`config.mk`:
```
export PLATFORM = sky130hd
export DESIGN_NAME = sign_conditioning_unit
export DESIGN_NICKNAME = d
export VERILOG_FILES = /design/src/rtl/sign_conditioning_unit.sv
export SDC_FILE = /design/constraint.sdc
export NUM_CORES = 1
export LEC_CHECK = 0
export CELL_PAD_IN_SITES_DETAIL_PLACEMENT = 1
export CELL_PAD_IN_SITES_GLOBAL_PLACEMENT = 1
export CORE_ASPECT_RATIO = 0.7
export CORE_MARGIN = 10
export CORE_UTILIZATION = 30
export CTS_BUF_LIST = sky130_fd_sc_hd__clkbuf_8
export DETAILED_ROUTE_END_ITERATION = 12
export PLACE_DENSITY = 0.6
export RECOVER_POWER = 50
export SLEW_MARGIN = 5
export SYNTH_ARGS = -nofsm -noshare
export SYNTH_HDL_FRONTEND = slang
export SYNTH_SLANG_ARGS = --single-unit
```
`constraint.sdc`:
```
create_clock -name i_clock -period 42.3 [get_ports i_clock]
set_input_delay 8.46 -clock i_clock [delete_from_list [all_inputs] [get_ports i_clock]]
set_output_delay 8.46 -clock i_clock [all_outputs]
set_load 0.02 [all_outputs]
```
`src/rtl/sign_conditioning_unit.sv`:
```
// sign_conditioning_unit: combinational degree-based sine/cosine lookup plus a
// per-bit debounce-and-lockout filter for the switching-surface sign bits.
module sign_conditioning_unit #(
   parameter int DEBOUNCE_TIME = 5,
   parameter int DELAY         = 500,
   parameter int N             = 2
) (
   input  logic               i_clock,
   input  logic               i_RESET,
   input  logic [N-1:0]       i_signal,
   output logic [N-1:0]       o_signal,
   input  logic signed [31:0] i_theta,
   output logic signed [31:0] o_cos,
   output logic signed [31:0] o_sin
);

   localparam int DW = $clog2(DEBOUNCE_TIME) + 1;
   localparam int LW = $clog2(DELAY) + 1;
   localparam logic [DW-1:0] DEBOUNCE_LAST = DW'(DEBOUNCE_TIME - 1);
   localparam logic [LW-1:0] DELAY_LOAD    = LW'(DELAY);

   // Quarter-wave table: round(1024 * sin(k degrees)) for k = 0..90.
   function automatic logic [10:0] quarter_sine(input logic [6:0] k);
      logic [10:0] q;
      q = 11'd0;
      case (k)
         7'd0:  q = 11'd0;    7'd1:  q = 11'd18;   7'd2:  q = 11'd36;   7'd3:  q = 11'd54;
         7'd4:  q = 11'd71;   7'd5:  q = 11'd89;   7'd6:  q = 11'd107;  7'd7:  q = 11'd125;
         7'd8:  q = 11'd143;  7'd9:  q = 11'd160;  7'd10: q = 11'd178;  7'd11: q = 11'd195;
         7'd12: q = 11'd213;  7'd13: q = 11'd230;  7'd14: q = 11'd248;  7'd15: q = 11'd265;
         7'd16: q = 11'd282;  7'd17: q = 11'd299;  7'd18: q = 11'd316;  7'd19: q = 11'd333;
         7'd20: q = 11'd350;  7'd21: q = 11'd367;  7'd22: q = 11'd384;  7'd23: q = 11'd400;
         7'd24: q = 11'd416;  7'd25: q = 11'd433;  7'd26: q = 11'd449;  7'd27: q = 11'd465;
         7'd28: q = 11'd481;  7'd29: q = 11'd496;  7'd30: q = 11'd512;  7'd31: q = 11'd527;
         7'd32: q = 11'd543;  7'd33: q = 11'd558;  7'd34: q = 11'd573;  7'd35: q = 11'd587;
         7'd36: q = 11'd602;  7'd37: q = 11'd616;  7'd38: q = 11'd630;  7'd39: q = 11'd644;
         7'd40: q = 11'd658;  7'd41: q = 11'd672;  7'd42: q = 11'd685;  7'd43: q = 11'd698;
         7'd44: q = 11'd711;  7'd45: q = 11'd724;  7'd46: q = 11'd737;  7'd47: q = 11'd749;
         7'd48: q = 11'd761;  7'd49: q = 11'd773;  7'd50: q = 11'd784;  7'd51: q = 11'd796;
         7'd52: q = 11'd807;  7'd53: q = 11'd818;  7'd54: q = 11'd828;  7'd55: q = 11'd839;
         7'd56: q = 11'd849;  7'd57: q = 11'd859;  7'd58: q = 11'd868;  7'd59: q = 11'd878;
         7'd60: q = 11'd887;  7'd61: q = 11'd896;  7'd62: q = 11'd904;  7'd63: q = 11'd912;
         7'd64: q = 11'd920;  7'd65: q = 11'd928;  7'd66: q = 11'd935;  7'd67: q = 11'd943;
         7'd68: q = 11'd949;  7'd69: q = 11'd956;  7'd70: q = 11'd962;  7'd71: q = 11'd968;
         7'd72: q = 11'd974;  7'd73: q = 11'd979;  7'd74: q = 11'd984;  7'd75: q = 11'd989;
         7'd76: q = 11'd994;  7'd77: q = 11'd998;  7'd78: q = 11'd1002; 7'd79: q = 11'd1005;
         7'd80: q = 11'd1008; 7'd81: q = 11'd1011; 7'd82: q = 11'd1014; 7'd83: q = 11'd1016;
         7'd84: q = 11'd1018; 7'd85: q = 11'd1020; 7'd86: q = 11'd1022; 7'd87: q = 11'd1023;
         7'd88: q = 11'd1023; 7'd89: q = 11'd1024; 7'd90: q = 11'd1024;
         default: q = 11'd0;
      endcase
      return q;
   endfunction

   logic signed [31:0] theta_rem;
   logic [8:0]         angle;
   logic [6:0]         sin_arg;
   logic [6:0]         cos_arg;
   logic               sin_neg;
   logic               cos_neg;
   logic signed [31:0] sin_ext;
   logic signed [31:0] cos_ext;

   // Reduce the angle; a negative remainder wraps up into 0..359.
   always_comb begin
      theta_rem = i_theta % 32'sd360;
   end

   assign angle = theta_rem[31] ? 9'(theta_rem + 32'sd360) : theta_rem[8:0];

   // Fold the angle into the first quadrant and remember which outputs negate.
   always_comb begin
      sin_arg = angle[6:0];
      cos_arg = 7'(9'd90 - angle);
      sin_neg = 1'b0;
      cos_neg = 1'b0;
      if (angle <= 9'd90) begin
         sin_arg = angle[6:0];
         cos_arg = 7'(9'd90 - angle);
      end else if (angle <= 9'd180) begin
         sin_arg = 7'(9'd180 - angle);
         cos_arg = 7'(angle - 9'd90);
         cos_neg = 1'b1;
      end else if (angle <= 9'd270) begin
         sin_arg = 7'(angle - 9'd180);
         cos_arg = 7'(9'd270 - angle);
         sin_neg = 1'b1;
         cos_neg = 1'b1;
      end else begin
         sin_arg = 7'(9'd360 - angle);
         cos_arg = 7'(angle - 9'd270);
         sin_neg = 1'b1;
      end
   end

   assign sin_ext = {21'd0, quarter_sine(sin_arg)};
   assign cos_ext = {21'd0, quarter_sine(cos_arg)};
   assign o_sin   = sin_neg ? -sin_ext : sin_ext;
   assign o_cos   = cos_neg ? -cos_ext : cos_ext;

   logic [DW-1:0] dcnt [N];
   logic [LW-1:0] lcnt [N];

   // Per-bit filter: count stable differing samples, accept on the last one,
   // then hold the bit in lockout while ignoring its input.
   always_ff @(posedge i_clock or negedge i_RESET) begin
      if (!i_RESET) begin
         o_signal <= '0;
         for (int i = 0; i < N; i++) begin
            dcnt[i] <= '0;
            lcnt[i] <= '0;
         end
      end else begin
         for (int i = 0; i < N; i++) begin
            if (lcnt[i] != '0) begin
               lcnt[i] <= lcnt[i] - LW'(1);
               dcnt[i] <= '0;
            end else if (i_signal[i] != o_signal[i]) begin
               if (dcnt[i] == DEBOUNCE_LAST) begin
                  o_signal[i] <= i_signal[i];
                  dcnt[i]     <= '0;
                  lcnt[i]     <= DELAY_LOAD;
               end else begin
                  dcnt[i] <= dcnt[i] + DW'(1);
               end
            end else begin
               dcnt[i] <= '0;
            end
         end
      end
   end

endmodule

```
## Word level (Yosys, flattened, before mapping)

Memory sizes are Yosys's and may differ from the RTL's.
Index checks and enable logic that the tools add are counted.

- Register bits: 30
- Bits of input ports: 36
- Memory bits (read-only): 2,816
- Output and inout bits: 66
- Logic and storage cells: 68
- RAM bits: 0
- Latch bits: 0
- Memories kept: 2

Memory list:

| memory | words | bits a word | rd ports | clocked after Yosys merged registers in | write ports | RTL line | source |
|---|---|---|---|---|---|---|---|
| (no name shown) | 128 | 11 | 1 | 0 | 0 | 26 | `case (k)` |
| (no name shown) | 128 | 11 | 1 | 0 | 0 | 26 |  |

- Multipliers: 0
- Div/mod/pow operators: 1
- Bitwise operators: 2
- Reduce and logical (&&, ||, !) cells: 10
- Shifts and indexed selects: 0
- Add/subtract/negate cells: 14
- Eq/ne operators: 4
- Order comparisons: 3
- Mux-type cells: 26

Operator list:

| operator | count |
|---|---|
| $mux W32 | 2 |
| $neg A11 Y32 | 2 |
| $mux W10 | 6 |
| $mux W7 | 6 |
| $mod A32 B10 Y32 const B | 1 |
| $mux W4 | 6 |
| $reduce_bool A10 Y1 | 2 |
| $sub A10 B1 Y10 const B | 2 |
| $sub A7 B7 Y7 const A | 2 |
| $add A9 B9 Y9 const B | 1 |
| $le A9 B7 Y1 const B | 1 |
| $le A9 B8 Y1 const B | 1 |
| $le A9 B9 Y1 const B | 1 |
| $mux W9 | 1 |
| $add A4 B1 Y4 const B | 2 |
| $eq A4 B3 Y1 const B | 2 |
| $reduce_bool A2 Y1 | 4 |
| $sub A4 B7 Y7 const A | 1 |
| $sub A6 B7 Y7 const A | 1 |
| $sub A7 B4 Y7 const B | 1 |
| $sub A7 B6 Y7 const B | 1 |
| $sub A7 B7 Y7 const B | 1 |
| $reduce_and A3 Y1 | 2 |
| $mux W1 | 5 |
| other kinds (3) | 6 |

## Depth between registers and ports, before layout

An unclocked memory read counts as a cell.

- Depth after elaboration: 10
- Depth in mapped cells: 113
- Gate-level depth less buffers: 91

## Least setup slack after synthesis

No wires, ideal clock.

- Path kind: input -> output
- Start point: input i_theta[0]
- End point: output o_cos[10]
- Setup slack: 2,082 ps
- Path buffers: 17
- Data required time: 33,840 ps
- Stages: 98
- Arrival: 31,758 ps
- Cell sequence: clkbuf_1 -> clkinv_1 -> clkbuf_1 -> ha_1 -> clkbuf_1 -> nor4b_1 -> nand2_1 -> or4_1 -> xor2_1 -> a22oi_2 -> o31a_1 -> buf_4 -> o31ai_4 -> mux2_1 -> a21oi_1 -> o21ai_1 -> a221o_1 -> buf_4 -> [... 62 more ...] -> clkbuf_1 -> mux2_1 -> mux2i_1 -> buf_4 -> buf_4 -> buf_2 -> buf_1 -> ha_1 -> mux4_2 -> a221oi_1 -> nor3b_1 -> and2_2 -> buf_4 -> nand3_1 -> nor2_1 -> ha_1 -> nand2_1 -> o21ai_0

- Cells in the longest elaborated chain, start to end: 10
- Elaborated cells between the ends (all ways): 19

RTL lines:

| item | RTL line | source |
|---|---|---|
| start: declaration | 12 | `input logic signed [31:0] i_theta,` |
| $mod A32 B10 Y32 (*) | 66 | `theta_rem = i_theta % 32'sd360;` |
| $add A9 B9 Y9 | 69 | `assign angle = theta_rem[31] ? 9'(theta_rem + 32'sd360) : theta_rem[8:0];` |
| $mux W9 (*) | 69 |  |
| $le A9 B9 Y1, or another cell as far along | 84 | `end else if (angle <= 9'd270) begin` |
| $mux W7 | 84 |  |
| $mux W7 | 80 | `end else if (angle <= 9'd180) begin` |
| $mux W7 | 77 | `if (angle <= 9'd90) begin` |
| $mem_v2 Z128 W11 | -- |  |
| $neg A11 Y32 | 99 | `assign o_cos = cos_neg ? -cos_ext : cos_ext;` |
| $mux W32 (*) | 99 |  |
| end: declaration | 13 | `output logic signed [31:0] o_cos,` |

Mark *: on every way between the ends. The rest lies on a longest branch, timed or not.

## Worst setup path in the final report

- Start point: input i_theta[6]
- End point: output o_sin[20]

- Cells in the longest elaborated chain, start to end: 10
- Elaborated cells between the ends (all ways): 17

RTL lines:

| item | RTL line | source |
|---|---|---|
| $mod A32 B10 Y32 (*) | 66 |  |
| $add A9 B9 Y9 | 69 |  |
| $mux W9 (*) | 69 |  |
| $le A9 B9 Y1, or another cell as far along | 84 |  |
| $mux W7 | 84 |  |
| $mux W7 | 80 |  |
| $mux W7 | 77 |  |
| $mem_v2 Z128 W11 | -- |  |
| $neg A11 Y32 | 98 | `assign o_sin = sin_neg ? -sin_ext : sin_ext;` |
| $mux W32 (*) | 98 |  |
| end: declaration | 14 | `output logic signed [31:0] o_sin` |

Marked as above.

==> impl_results.md <==
* Die area at between 0.06 and 0.07 sq mm
* Met2 WL at a little under 30,000 microns
* Clock Root Buffer: clkbuf_8
* Pins Over Slew Limit at 31
* Setup CP Type: in2out
* Routed vias at 19.5k
* Met3 routed WL at roughly 3300 microns
* Worst-Skew Late Latency at 0.28 ns
* Via/cell ratio at ~6.1
* Cells after DPL at between 3k and 4k
* Remaining antenna violation count at 0
* Final hold viol count at 0
* Syn Area/Cell at between 6 and 7 sq um
* Max Used Layer: met4
* Final setup viols at 0
* Worst-path maximum fanout at 12
* Largest net degree at the start of global routing at 36
* Final Non-Filler Cells at between 3k and 4k
* First-pass GRT wire length at between 100,000 and 150,000 microns
* Die width at a little under 300 microns
* Router iterations before antenna repair at 6
* CP Data Arrival Time at around 33 ns
* Share of synthesized registers carrying an async set or reset at 1.00
* Sequential-to-total area share from yosys stat at 0.0467
* # rows at 70
* WL per Instance at 21.3 microns
* Leading post-synthesis cells by cell area: xnor2_1, nand2_1, a21oi_1
* # DRC at 0
* Initial DRC count at 1,546
* Achievable frequency at between 20 and 25 MHz
* Synth Flop Type: dfrtp_1
* M1 WL at between 30,000 and 40,000 microns
* Worst path slowest cell: clkdlybuf4s50_1
* Post-synthesis register bit count at 30
* Final worst-path cycle share at 0.977
* CTS max path bufs at 2
* Max cap viols at 1
* Fillers at 6,470
* Placer Congestion at a little over 0.9
* Initial core utilization at 0.305
* Post-synthesis net count at roughly 2.4k
* Count of cell types in the netlist at between 100 and 150
* Die Y at about 210 microns
* IO Port Bufs at ~100
* Area Growth Syn to Fin at 24.9%
* Final nets at ~2.6k
* Cell taking the most area after synthesis: xnor2_1
* Area share of the largest cell type after synthesis at 0.0725
* Critical Path RT at approximately 34 ns
* Failing checks: max-capacitance violations, max-slew violations
* Cell mode on critical path: buf_4
* TritonCTS Sinks at 30
* Final WL at between 60,000 and 70,000 microns
* Worst Max-Slew Pin Slew at ~1.7 ns
* Synth Warn # at 0
* Worst-path clk slew at 0.06 ns
* Rel. slew slack at -0.129
* DP HPWL at 53,200 microns
* Final min period at a little over 40 ns
* CTS buffer count at 5
* IO Count at about 100
* Share of cells above drive strength 1 at 0.211
* Vias in the first global route at between 15k and 20k
* Final Skew at 0.00498 ns
* Mapped cell area at 0.0161 sq mm
* H-tree depth at 2
* Post-Synthesis Cells at ~2.3k
* CTS Hold Bufs at 0
* Post-synth EDFFs at 0
* Worst min path class: reg2reg
* RSZ-0062 raised after global routing: true
* Global Route Usage Sum at 0.201
* Slowest stage delay, CP at roughly 0.67 ns
* Worst setup EP type: output port
* Initial antenna violation count at 1
* Core Region at about 0.053 sq mm
* Status: finished with violations
* CP Launch Type: input pin
* Antenna diodes at 0
* GR Overflow Total at 0
* CTS tree: done
==> kinds of logic after synthesis <==
kind of cell	synth area share
muxes	0.0766
and+or+nand+nor	0.265
AOI/OAI and AO/OA	0.387
DFF	0.0467
xor gates and xnor gates	0.127
buffers and inverters	0.0641
adders and majority gates	0.0334
==> state kept, by name, indices dropped and copies added (netlist names) <==
signal,cells
lcnt,20
dcnt,8
o_signal,2
==> placed cells by master (no fill, tap or decap), drive strengths merged, types with 17 or more instances in the layout <==
| cell type | Yosys | layout |
|---|---|---|
| and2 | 39 | 39 |
| a21o | 47 | 47 |
| xor2 | 54 | 54 |
| and3 | 28 | 28 |
| nor2b | 17 | 17 |
| a41oi | 22 | 22 |
| o21ai | 148 | 148 |
| nor3 | 102 | 102 |
| mux2 | 33 | 33 |
| clkdlybuf4s50 | 0 | 53 |
| nand4 | 24 | 24 |
| a221oi | 20 | 20 |
| nand2b | 17 | 17 |
| nor2 | 218 | 218 |
| o22ai | 19 | 19 |
| nand3 | 78 | 78 |
| or3 | 24 | 24 |
| mux2i | 64 | 64 |
| inv | 50 | 50 |
| nand2 | 243 | 243 |
| a21oi | 171 | 171 |
| a211oi | 34 | 34 |
| o211ai | 26 | 26 |
| xnor2 | 150 | 152 |
| or2 | 18 | 18 |
| o31ai | 30 | 30 |
| dlymetal6s2s | 0 | 41 |
| dfrtp | 30 | 30 |
| a31oi | 63 | 63 |
| nor4 | 32 | 32 |
| buf | 86 | 234 |
| ha | 38 | 38 |
==> Yosys cell counts (11+ instances only) <==
| master | number |
|---|---|
| nor2_1 | 212 |
| clkbuf_1 | 80 |
| dfrtp_1 | 30 |
| xnor2_2 | 11 |
| a221oi_1 | 15 |
| nand2b_1 | 15 |
| nand3_1 | 78 |
| o21bai_1 | 11 |
| a31oi_1 | 59 |
| buf_2 | 41 |
| nor2b_1 | 17 |
| ha_1 | 38 |
| o221ai_1 | 13 |
| a21o_1 | 46 |
| a311oi_1 | 12 |
| or2_2 | 12 |
| buf_4 | 38 |
| xnor2_1 | 133 |
| inv_1 | 43 |
| a32oi_1 | 13 |
| o21ai_0 | 116 |
| nand4_1 | 24 |
| and3_1 | 28 |
| o21ai_1 | 28 |
| o22ai_1 | 19 |
| mux2_2 | 25 |
| a21oi_1 | 161 |
| mux2i_1 | 62 |
| nand2_1 | 241 |
| nor4_1 | 31 |
| a211oi_1 | 29 |
| and2_1 | 37 |
| a41oi_1 | 20 |
| xor2_1 | 53 |
| o31a_1 | 14 |
| or3_1 | 24 |
| o31ai_1 | 27 |
| o21a_1 | 14 |
| nor3_1 | 101 |
| o211ai_1 | 26 |
==> path summary, 6_finish.rpt <==
kind | from | end | slack, ns | cells after the start
worst min-delay path | lcnt[16] | lcnt[16] | 0.48 | 1
worst max-delay path | i_theta[6] | o_sin[20] | 0.96 | 96
min in group asynchronous | i_RESET | lcnt[18] | 9.15 | 2
worst min register to register | lcnt[16] | lcnt[16] | 0.48 | 1
worst max register to register | lcnt[0] | lcnt[6] | 39.51 | 8
max in group asynchronous | i_RESET | lcnt[5] | 32.17 | 2
==> final cells by class <==
| type | count | area (sq um) | share of cell area |
|---|---|---|---|
| repair inverters | 1 | 5.00 | 0.000249 |
| repair buffers | 335 | 2880 | 0.144 |
| clock buffers | 6 | 82.6 | 0.00411 |
| flip-flops and latches | 30 | 751 | 0.0374 |
| clock inverters | 2 | 8.76 | 0.000436 |
| inverters | 52 | 205 | 0.0102 |
| well taps | 720 | 901 | 0.0449 |
| multi-input cells | 2073 | 15200 | 0.759 |
==> metal layers <==
| metal | GRT usage | up-vias |
|---|---|---|
| met5 | 0 | - |
| met2 | 0.297 | 555 |
| met4 | 0.0144 | 0 |
| met1 | 0.317 | 9748 |
| met3 | 0.0168 | 32 |
| li1 | - | 9193 |
==> metrics by stage <==
stage,util,instance area [sq um],hold slack (ns),worst slack [ns],TNS (ns)
6_report,0.381,20100,0.478,0.958,0
4_1_cts,0.357,18800,0.477,0.103,0
5_1_grt,0.381,20100,0.512,-0.218,-3.16
2_1_floorplan,-,16100,0.434,2.08,0
3_3_place_gp,0.351,18500,0.452,-0.777,-19.37
3_5_place_dp,0.351,18500,0.469,-1.23,-49.54
==> worst max-delay path: cells and delay by family <==
kind | cells | cell delay [ns]
compound gates | 43 | 11.33
simple gates | 17 | 4.37
buf+inv | 17 | 3.81
mux | 8 | 2.78
xor+xnor | 7 | 1.10
fa+ha+maj | 4 | 0.99
==> repair_timing <==
item | 4_1_cts | 5_1_grt
gates cloned | 0 | 3
setup buffers | 8 | 53
pin swaps | 4 | 34
setup endpoints to repair | 62 | 64
resized for setup | 27 | 193
Power is not shown: default switching activity piles up to over one toggle a cycle in this logic, so the estimate is an artifact.
